==> config.mk <==
export PLATFORM = sky130hd
export DESIGN_NAME = hw_feature_engine_mc
export DESIGN_NICKNAME = d
export VERILOG_FILES = /design/src/rtl/hw_feature_engine_mc.sv
export SDC_FILE = /design/constraint.sdc
export NUM_CORES = 2
export LEC_CHECK = 0
export ABC_AREA = 1
export BUFFER_PORTS_ARGS = -buffer_cell sky130_fd_sc_hd__clkbuf_2
export CAP_MARGIN = 20
export CORE_UTILIZATION = 60
export CTS_BUF_LIST = sky130_fd_sc_hd__clkbuf_4 sky130_fd_sc_hd__clkbuf_8
export CTS_CLUSTER_DIAMETER = 120
export DETAILED_ROUTE_END_ITERATION = 7
export HOLD_SLACK_MARGIN = 0.12
export PLACE_DENSITY_LB_ADDON = 0.3
export SLEW_MARGIN = 30
export SYNTH_ARGS = -nofsm -noshare
export SYNTH_HDL_FRONTEND = slang
export SYNTH_SLANG_ARGS = --single-unit
export TNS_END_PERCENT = 5
==> constraint.sdc <==
create_clock -name clk -period 31.5 [get_ports clk]
set_input_delay 9.45 -clock clk [delete_from_list [all_inputs] [get_ports clk]]
set_output_delay 9.45 -clock clk [all_outputs]
set_load 0.1 [all_outputs]
==> src/rtl/hw_feature_engine_mc.sv <==
// hw_feature_engine_mc: per-symbol book volumes, bid/(bid+ask) imbalance from a
// sequential restoring divider, and a bucketed sliding-window trade count.
`default_nettype none

module hw_feature_engine_mc #(
  parameter int NUM_SYM       = 4,
  parameter int VOL_W         = 48,
  parameter int FRAC_W        = 10,
  parameter int WIN_BUCKETS   = 8,
  parameter int BUCKET_CYCLES = 128
) (
  input  logic                             clk,
  input  logic                             rst,
  input  logic                             ev_valid,
  output logic                             ev_ready,
  input  logic [$clog2(NUM_SYM)-1:0]       ev_sym,
  input  logic [2:0]                       ev_type,
  input  logic [31:0]                      ev_size,
  output logic                             feat_valid,
  output logic [$clog2(NUM_SYM)-1:0]       feat_sym,
  output logic [FRAC_W:0]                  feat_imbalance,
  output logic [8+$clog2(WIN_BUCKETS)-1:0] feat_intensity
);

  localparam int SYM_W = $clog2(NUM_SYM);
  localparam int WIN_W = (WIN_BUCKETS > 1) ? $clog2(WIN_BUCKETS) : 1;
  localparam int INT_W = 8 + $clog2(WIN_BUCKETS);
  localparam int TMR_W = (BUCKET_CYCLES > 1) ? $clog2(BUCKET_CYCLES) : 1;
  localparam int CNT_W = (FRAC_W > 0) ? $clog2(FRAC_W + 1) : 1;
  localparam int DIV_W = VOL_W + FRAC_W + 1;
  localparam int EXT_W = ((VOL_W > 32) ? VOL_W : 32) + 1;
  localparam logic [VOL_W-1:0] VOL_MAX = '1;

  localparam logic [2:0] T_ADD_BID = 3'b000;
  localparam logic [2:0] T_ADD_ASK = 3'b001;
  localparam logic [2:0] T_CAN_BID = 3'b010;
  localparam logic [2:0] T_CAN_ASK = 3'b011;
  localparam logic [2:0] T_TRADE   = 3'b100;

  typedef enum logic [1:0] {IDLE = 2'd0, UPDATE = 2'd1, DIVIDE = 2'd2, OUT = 2'd3} state_t;

  state_t             state_q, state_d;
  logic [SYM_W-1:0]   sym_q, sym_d;
  logic [2:0]         type_q, type_d;
  logic [31:0]        size_q, size_d;
  logic [VOL_W-1:0]   bid_q [NUM_SYM];
  logic [VOL_W-1:0]   bid_d [NUM_SYM];
  logic [VOL_W-1:0]   ask_q [NUM_SYM];
  logic [VOL_W-1:0]   ask_d [NUM_SYM];
  logic [7:0]         bkt_q [NUM_SYM][WIN_BUCKETS];
  logic [7:0]         bkt_d [NUM_SYM][WIN_BUCKETS];
  logic [WIN_W-1:0]   head_q, head_d;
  logic [TMR_W-1:0]   tmr_q, tmr_d;
  logic [DIV_W-1:0]   rem_q, rem_d, dsh_q, dsh_d;
  logic [FRAC_W:0]    quo_q, quo_d;
  logic               den_zero_q, den_zero_d;
  logic [CNT_W-1:0]   cnt_q, cnt_d;
  logic               feat_valid_q, feat_valid_d;
  logic [SYM_W-1:0]   feat_sym_q, feat_sym_d;
  logic [FRAC_W:0]    feat_imb_q, feat_imb_d;
  logic [INT_W-1:0]   feat_int_q, feat_int_d;

  logic               wrap, ev_ok, q_bit;
  logic [VOL_W-1:0]   cur_vol, new_vol, new_bid, new_ask;
  logic [EXT_W-1:0]   vol_sum;
  logic [VOL_W:0]     new_den;
  logic [INT_W-1:0]   win_sum;

  assign ev_ready       = (state_q == IDLE) && !rst;
  assign ev_ok          = (ev_type <= T_TRADE) && (32'(ev_sym) < NUM_SYM);
  assign feat_valid     = feat_valid_q;
  assign feat_sym       = feat_sym_q;
  assign feat_imbalance = feat_imb_q;
  assign feat_intensity = feat_int_q;

  always_comb begin
    state_d      = state_q;
    sym_d        = sym_q;
    type_d       = type_q;
    size_d       = size_q;
    bid_d        = bid_q;
    ask_d        = ask_q;
    bkt_d        = bkt_q;
    rem_d        = rem_q;
    dsh_d        = dsh_q;
    quo_d        = quo_q;
    den_zero_d   = den_zero_q;
    cnt_d        = cnt_q;
    feat_valid_d = 1'b0;
    feat_sym_d   = feat_sym_q;
    feat_imb_d   = feat_imb_q;
    feat_int_d   = feat_int_q;
    q_bit        = 1'b0;

    // Free-running bucket timer; the bucket becoming head is emptied for every symbol.
    wrap   = (tmr_q == TMR_W'(BUCKET_CYCLES - 1));
    tmr_d  = wrap ? '0 : TMR_W'(tmr_q + 1'b1);
    head_d = wrap ? WIN_W'(head_q + 1'b1) : head_q;
    if (wrap) begin
      for (int s = 0; s < NUM_SYM; s++) bkt_d[s][head_d] = '0;
    end

    cur_vol = type_q[0] ? ask_q[sym_q] : bid_q[sym_q];
    vol_sum = EXT_W'(cur_vol) + EXT_W'(size_q);
    if (!type_q[1])
      new_vol = (vol_sum > EXT_W'(VOL_MAX)) ? VOL_MAX : VOL_W'(vol_sum);
    else
      new_vol = (EXT_W'(size_q) >= EXT_W'(cur_vol)) ? '0
              : VOL_W'(EXT_W'(cur_vol) - EXT_W'(size_q));
    new_bid = bid_q[sym_q];
    new_ask = ask_q[sym_q];
    if (type_q == T_ADD_BID || type_q == T_CAN_BID) new_bid = new_vol;
    if (type_q == T_ADD_ASK || type_q == T_CAN_ASK) new_ask = new_vol;
    new_den = {1'b0, new_bid} + {1'b0, new_ask};

    win_sum = '0;
    for (int b = 0; b < WIN_BUCKETS; b++) win_sum = win_sum + INT_W'(bkt_q[sym_q][b]);

    case (state_q)
      IDLE: begin
        if (ev_valid && ev_ready && ev_ok) begin
          sym_d   = ev_sym;
          type_d  = ev_type;
          size_d  = ev_size;
          state_d = UPDATE;
        end
      end
      UPDATE: begin
        bid_d[sym_q] = new_bid;
        ask_d[sym_q] = new_ask;
        // head_d already points at the freshly cleared bucket when a wrap coincides.
        if (type_q == T_TRADE && bkt_d[sym_q][head_d] != 8'hFF)
          bkt_d[sym_q][head_d] = bkt_d[sym_q][head_d] + 8'd1;
        rem_d      = {1'b0, new_bid, {FRAC_W{1'b0}}};
        dsh_d      = {new_den, {FRAC_W{1'b0}}};
        quo_d      = '0;
        den_zero_d = (new_den == '0);
        cnt_d      = '0;
        state_d    = DIVIDE;
      end
      DIVIDE: begin
        // Quotient is at most 2^FRAC_W, so FRAC_W+1 shifted trial subtractions suffice.
        if (!den_zero_q && rem_q >= dsh_q) begin
          rem_d = rem_q - dsh_q;
          q_bit = 1'b1;
        end
        quo_d = {quo_q[FRAC_W-1:0], q_bit};
        dsh_d = dsh_q >> 1;
        cnt_d = CNT_W'(cnt_q + 1'b1);
        if (cnt_q == CNT_W'(FRAC_W)) state_d = OUT;
      end
      OUT: begin
        feat_valid_d = 1'b1;
        feat_sym_d   = sym_q;
        feat_imb_d   = quo_q;
        feat_int_d   = win_sum;
        state_d      = IDLE;
      end
      default: state_d = IDLE;
    endcase
  end

  always_ff @(posedge clk or posedge rst) begin
    if (rst) begin
      state_q      <= IDLE;
      sym_q        <= '0;
      type_q       <= '0;
      size_q       <= '0;
      head_q       <= '0;
      tmr_q        <= '0;
      rem_q        <= '0;
      dsh_q        <= '0;
      quo_q        <= '0;
      den_zero_q   <= 1'b0;
      cnt_q        <= '0;
      feat_valid_q <= 1'b0;
      feat_sym_q   <= '0;
      feat_imb_q   <= '0;
      feat_int_q   <= '0;
      for (int s = 0; s < NUM_SYM; s++) begin
        bid_q[s] <= '0;
        ask_q[s] <= '0;
        for (int b = 0; b < WIN_BUCKETS; b++) bkt_q[s][b] <= '0;
      end
    end else begin
      state_q      <= state_d;
      sym_q        <= sym_d;
      type_q       <= type_d;
      size_q       <= size_d;
      head_q       <= head_d;
      tmr_q        <= tmr_d;
      rem_q        <= rem_d;
      dsh_q        <= dsh_d;
      quo_q        <= quo_d;
      den_zero_q   <= den_zero_d;
      cnt_q        <= cnt_d;
      feat_valid_q <= feat_valid_d;
      feat_sym_q   <= feat_sym_d;
      feat_imb_q   <= feat_imb_d;
      feat_int_q   <= feat_int_d;
      bid_q        <= bid_d;
      ask_q        <= ask_d;
      bkt_q        <= bkt_d;
    end
  end

endmodule

`default_nettype wire

## Word-level counts from Yosys, hierarchy flattened

Index checks and enable logic that the tools add are counted.

| storage, ports and cells | value |
|---|---|
| register bits | 848 |
| bits of input ports | 40 |
| output and inout bits | 26 |
| logic and storage cells | 161 |

| operators by class | value |
|---|---|
| add/sub/neg operators | 15 |
| magnitude comparators | 8 |
| equal/unequal tests | 13 |
| multiplexer cells | 45 |
| bitwise logic cells | 7 |
| reduce and logical (&&, ||, !) cells | 18 |

Operators with widths:

| cell | number |
|---|---|
| $mux 256 | 3 |
| $mux 48 | 11 |
| $bwmux 192 | 2 |
| $mux 64 | 5 |
| $and 64x64->64 | 4 |
| $bmux 64 s2 | 2 |
| $bwmux 256 | 1 |
| $pmux 59 s2 | 2 |
| $bmux 48 s2 | 2 |
| $demux 64 s2 | 1 |
| $demux 48 s2 | 1 |
| $not 64->64 | 1 |
| $ge 59x59->1 | 1 |
| $mux 59 | 1 |
| $sub 59x59->59 | 1 |
| $add 48x32->49 | 1 |
| $add 48x48->49 | 1 |
| $gt 49x48->1 const B | 1 |
| $logic_not 49->1 | 1 |
| $ge 32x48->1 | 1 |
| $sub 48x32->48 | 1 |
| $add 11x8->11 | 4 |
| $bmux 8 s3 | 1 |
| $demux 8 s3 | 1 |
| other kinds (39) | 56 |

## Longest topological paths before layout

| logic depth | value |
|---|---|
| word-level depth | 20 |
| depth in mapped cells | 50 |
| gate-level depth less buffers | 44 |

## Worst setup path after synthesis

No wires, ideal clock.

| timing path | value |
|---|---|
| path kind | input to register |
| start | in rst |
| end | reg size_q[27] |
| setup time | 0.083 ns |
| arrival time | 29.457 ns |
| required time | 31.417 ns |
| slack | 1.960 ns |
| stages on the path | 8 |
| path buffers | 2 |
| cells stage by stage | inv_1 > and3_1 > nand2_1 > inv_1 > clkbuf_1 > clkbuf_1 > nand2_1 > o21ai_0 |

| on the way | value |
|---|---|
| word-level cells in the longest chain between the ends | 5 |

RTL lines:

| item | line | text |
|---|---|---|
| from (decl) | 13 | `input logic rst,` |
| $logic_not 1->1 (no line) | -- |  |
| $logic_and 1x1->1 | 69 | `assign ev_ready = (state_q == IDLE) && !rst;` |
| $logic_and 1x1->1 (2 in a row) | 121 | `if (ev_valid && ev_ready && ev_ok) begin` |
| $reduce_and 2->1 (no line) | -- |  |
| to (signal assigned) | 189 | `size_q <= size_d;` |
| to (decl) | 45 | `logic [31:0] size_q, size_d;` |

No other way between the ends.
A chain may end at the register's enable or synchronous reset.

## Worst setup path after layout

| timing path | value |
|---|---|
| start | in rst |
| end | out ev_ready |

| on the way | value |
|---|---|
| word-level cells in the longest chain between the ends | 2 |

RTL lines:

| item | line | text |
|---|---|---|
| $logic_not 1->1 (no line) | -- |  |
| $logic_and 1x1->1 | 69 |  |
| to (decl) | 15 | `output logic ev_ready,` |

No other way between the ends.

==> metrics <==
IO Port Bufs 65; Setup CP Type input port to output port; FF+latch area 0.0212 mm²; Multi-input gate area 0.0289 mm²; first-pass GRT wire length 293000 µm; XOR/XNOR Fraction of Synth Area 0.0228; area of the mapped netlist 0.0550 mm²; # clock sinks 848; layout cell share with drive strength beyond 1 0.0710; CP Data Required Time 22050 ps; final wirelength 189000 µm; Area Overhead vs Synth 7.47%; adder-cell share of the synthesized area 0.0620; Die H 305 µm; Syn Area/Cell 7.14 µm²; GRT Total Usage 0.407; f_max 51.0 MHz; die area 0.0930 mm²; initial DRC count 5808; PostCTS Resize Cnt 0; clock transition at the registers of the reported paths 60 ps; # rows 110; main combinational cell family by area after synthesis simple AND/OR/NAND/NOR gates; cts hold-fix bufs 0; DPL Wire Length 135000 µm; routability cong. 0.998; most common cell after layout, fill and taps aside nand2_1; Ports 66; Post-synth EDFFs 0; minimum clock period after layout 19610 ps; vias 53200; Synth Net Count 7987; Critical Path AT 10160 ps; CTS tree built; mux cell area share after synthesis 0.00291; NumNets Final 7912; outcome completed; CTS Buffer Depth 3; Antenna Violating Nets Remaining 0; simple-gate share of the synthesized area 0.263; Slew HR 0.322; share of flip-flops with an asynchronous set or reset 1.00; crit share post-route 0.622; pin count of the biggest net entering global routing 167; drt wl/cell 21.2 µm; core area 0.0904 mm²; Startpoint Class input port; initial antenna violation count 2; most frequent cells in the layout 2385 x nand2_1, 868 x inv_1, 847 x dfrtp_1; number of distinct library cells after synthesis 57; crit-path max FO 2; Slew @ Worst Pin 1010 ps; final setup fails 0; fillers 8150; register area share after synthesis 0.386; total CTS buffers 148; # Post-CTS Setup Buffers 0; unrepaired setup endpoints after global routing no; vias per cell 5.97; # Max-Cap Violations 0; final setup margin 11890 ps; synth warn 0; Synth Area in Compound Gates 0.173; WHS 463 ps; Syn Inst Count 7705; vias in the first global route 51300; #FFs+latches synth 848; gr ovfl total 0; max-slew violation count 0; DR DRC count 0; Skew-Pair Late Insertion Delay 880 ps; Min-Delay Path Class flop to flop; initial core utilization 0.609; first drt pass iteration count 7; H-tree levels 4; Root Buffer clkbuf_8; worst slack, placed 11910 ps; Chip Width 305 µm; final setup TNS 0 ps; clock skew 41.5 ps; ys flop type dfrtp_1; Hold Vio Cnt, Final 0; Crit. End Element output port
==> critical path, cell delays in order <==
cell,delay [ps]
clkbuf_2,110
nor2_1,120
clkbuf_2,470
==> cell usage after synthesis (10+ instances only) <==
| master | n | share of area |
|---|---|---|
| a31oi_1 | 62 | 0.0070 |
| buf_2 | 67 | 0.0061 |
| xnor2_1 | 32 | 0.0051 |
| nor4_1 | 12 | 0.0014 |
| nand4_1 | 41 | 0.0047 |
| nand3_1 | 379 | 0.034 |
| nor2_1 | 603 | 0.041 |
| o21ai_0 | 592 | 0.054 |
| o21bai_1 | 29 | 0.0040 |
| a22o_1 | 37 | 0.0059 |
| buf_1 | 50 | 0.0034 |
| clkbuf_1 | 224 | 0.015 |
| nor3_1 | 34 | 0.0031 |
| o21a_1 | 16 | 0.0022 |
| mux2i_1 | 16 | 0.0029 |
| a21boi_0 | 13 | 0.0018 |
| nand3_2 | 17 | 0.0031 |
| dfrtp_1 | 848 | 0.39 |
| o21ai_2 | 16 | 0.0025 |
| ha_1 | 191 | 0.043 |
| o211ai_1 | 10 | 0.0014 |
| fa_1 | 51 | 0.019 |
| inv_2 | 28 | 0.0019 |
| inv_1 | 874 | 0.060 |
| o22ai_1 | 63 | 0.0072 |
| o221ai_1 | 64 | 0.010 |
| nor2_2 | 20 | 0.0023 |
| a22oi_1 | 81 | 0.011 |
| buf_4 | 23 | 0.0031 |
| and2_1 | 11 | 0.0013 |
| o21ai_1 | 270 | 0.025 |
| a21oi_1 | 250 | 0.023 |
| o22a_1 | 16 | 0.0025 |
| a221oi_1 | 64 | 0.010 |
| a21o_1 | 16 | 0.0022 |
| xor2_1 | 111 | 0.018 |
| nand2_1 | 2392 | 0.16 |
| a31oi_2 | 10 | 0.0023 |
==> final timing paths <==
kind                                      start  cells past startpoint                     end  slack [ps]
max                                         rst                      3                ev_ready       11890
min                          tmr_q[0]$_DFF_PP0_                      1      tmr_q[0]$_DFF_PP0_         460
max reg2reg                sym_q[1]$_DFFE_PP0P_                     38  den_zero_q$_DFFE_PP0P_       21810
min reg2reg                  tmr_q[0]$_DFF_PP0_                      1      tmr_q[0]$_DFF_PP0_         460
max in group asynchronous                   rst                      8   ask_q[30]$_DFFE_PP0P_       18890
min in group asynchronous                   rst                      3    quo_q[1]$_DFFE_PP0P_        8880
==> cell type report <==
class,instances,area share
clock buffers,229,0.0475
clock inverters,22,0.00448
flip-flops and latches,848,0.359
inverters,907,0.0578
diodes,6,0.000254
multi-input cells,5582,0.489
well taps,1176,0.0249
repair buffers,143,0.0174
==> registers in the layout, summed over array words and instances, names as in the netlist, 4 cells and up <==
| name | count |
|---|---|
| feat_intensity | 11 |
| bkt_q | 256 |
| bid_q | 192 |
| size_q | 32 |
| cnt_q | 4 |
| feat_imbalance | 11 |
| rem_q | 59 |
| dsh_q | 59 |
| quo_q | 11 |
| ask_q | 192 |
| tmr_q | 7 |
==> per-stage QoR <==
stage | cell area (µm²) | utilization | std cells
after floorplan | 55000 | - | 7705
after global placement | 56000 | 0.619 | 8654
after detailed placement | 56000 | 0.619 | 8654
after CTS | 59100 | 0.653 | 8905
after global routing | 59200 | 0.654 | 8911
final | 59200 | 0.654 | 8913
==> per-layer routing <==
metal | vias up | GRT usage | part of all wire
li1 | 24900 | - | -
met1 | 24900 | 0.513 | 0.39
met2 | 2665 | 0.626 | 0.44
met3 | 666 | 0.0734 | 0.085
met4 | 0 | 0.309 | 0.083
met5 | - | 0 | 0
==> logic make-up (layout without fill, tap and decap cells) <==
family | count (synthesis) | after routing
compound gates | 1621 | 1621
xor+xnor | 143 | 143
fa+ha+maj | 242 | 242
buf+inv | 1275 | 1301
flops | 848 | 848
mux | 16 | 16
other cells | 0 | 6
simple gates | 3560 | 3560
Power is left out: the tool's default activity adds up to more than one toggle a clock period on the data nets, which glitch-free logic cannot reach.
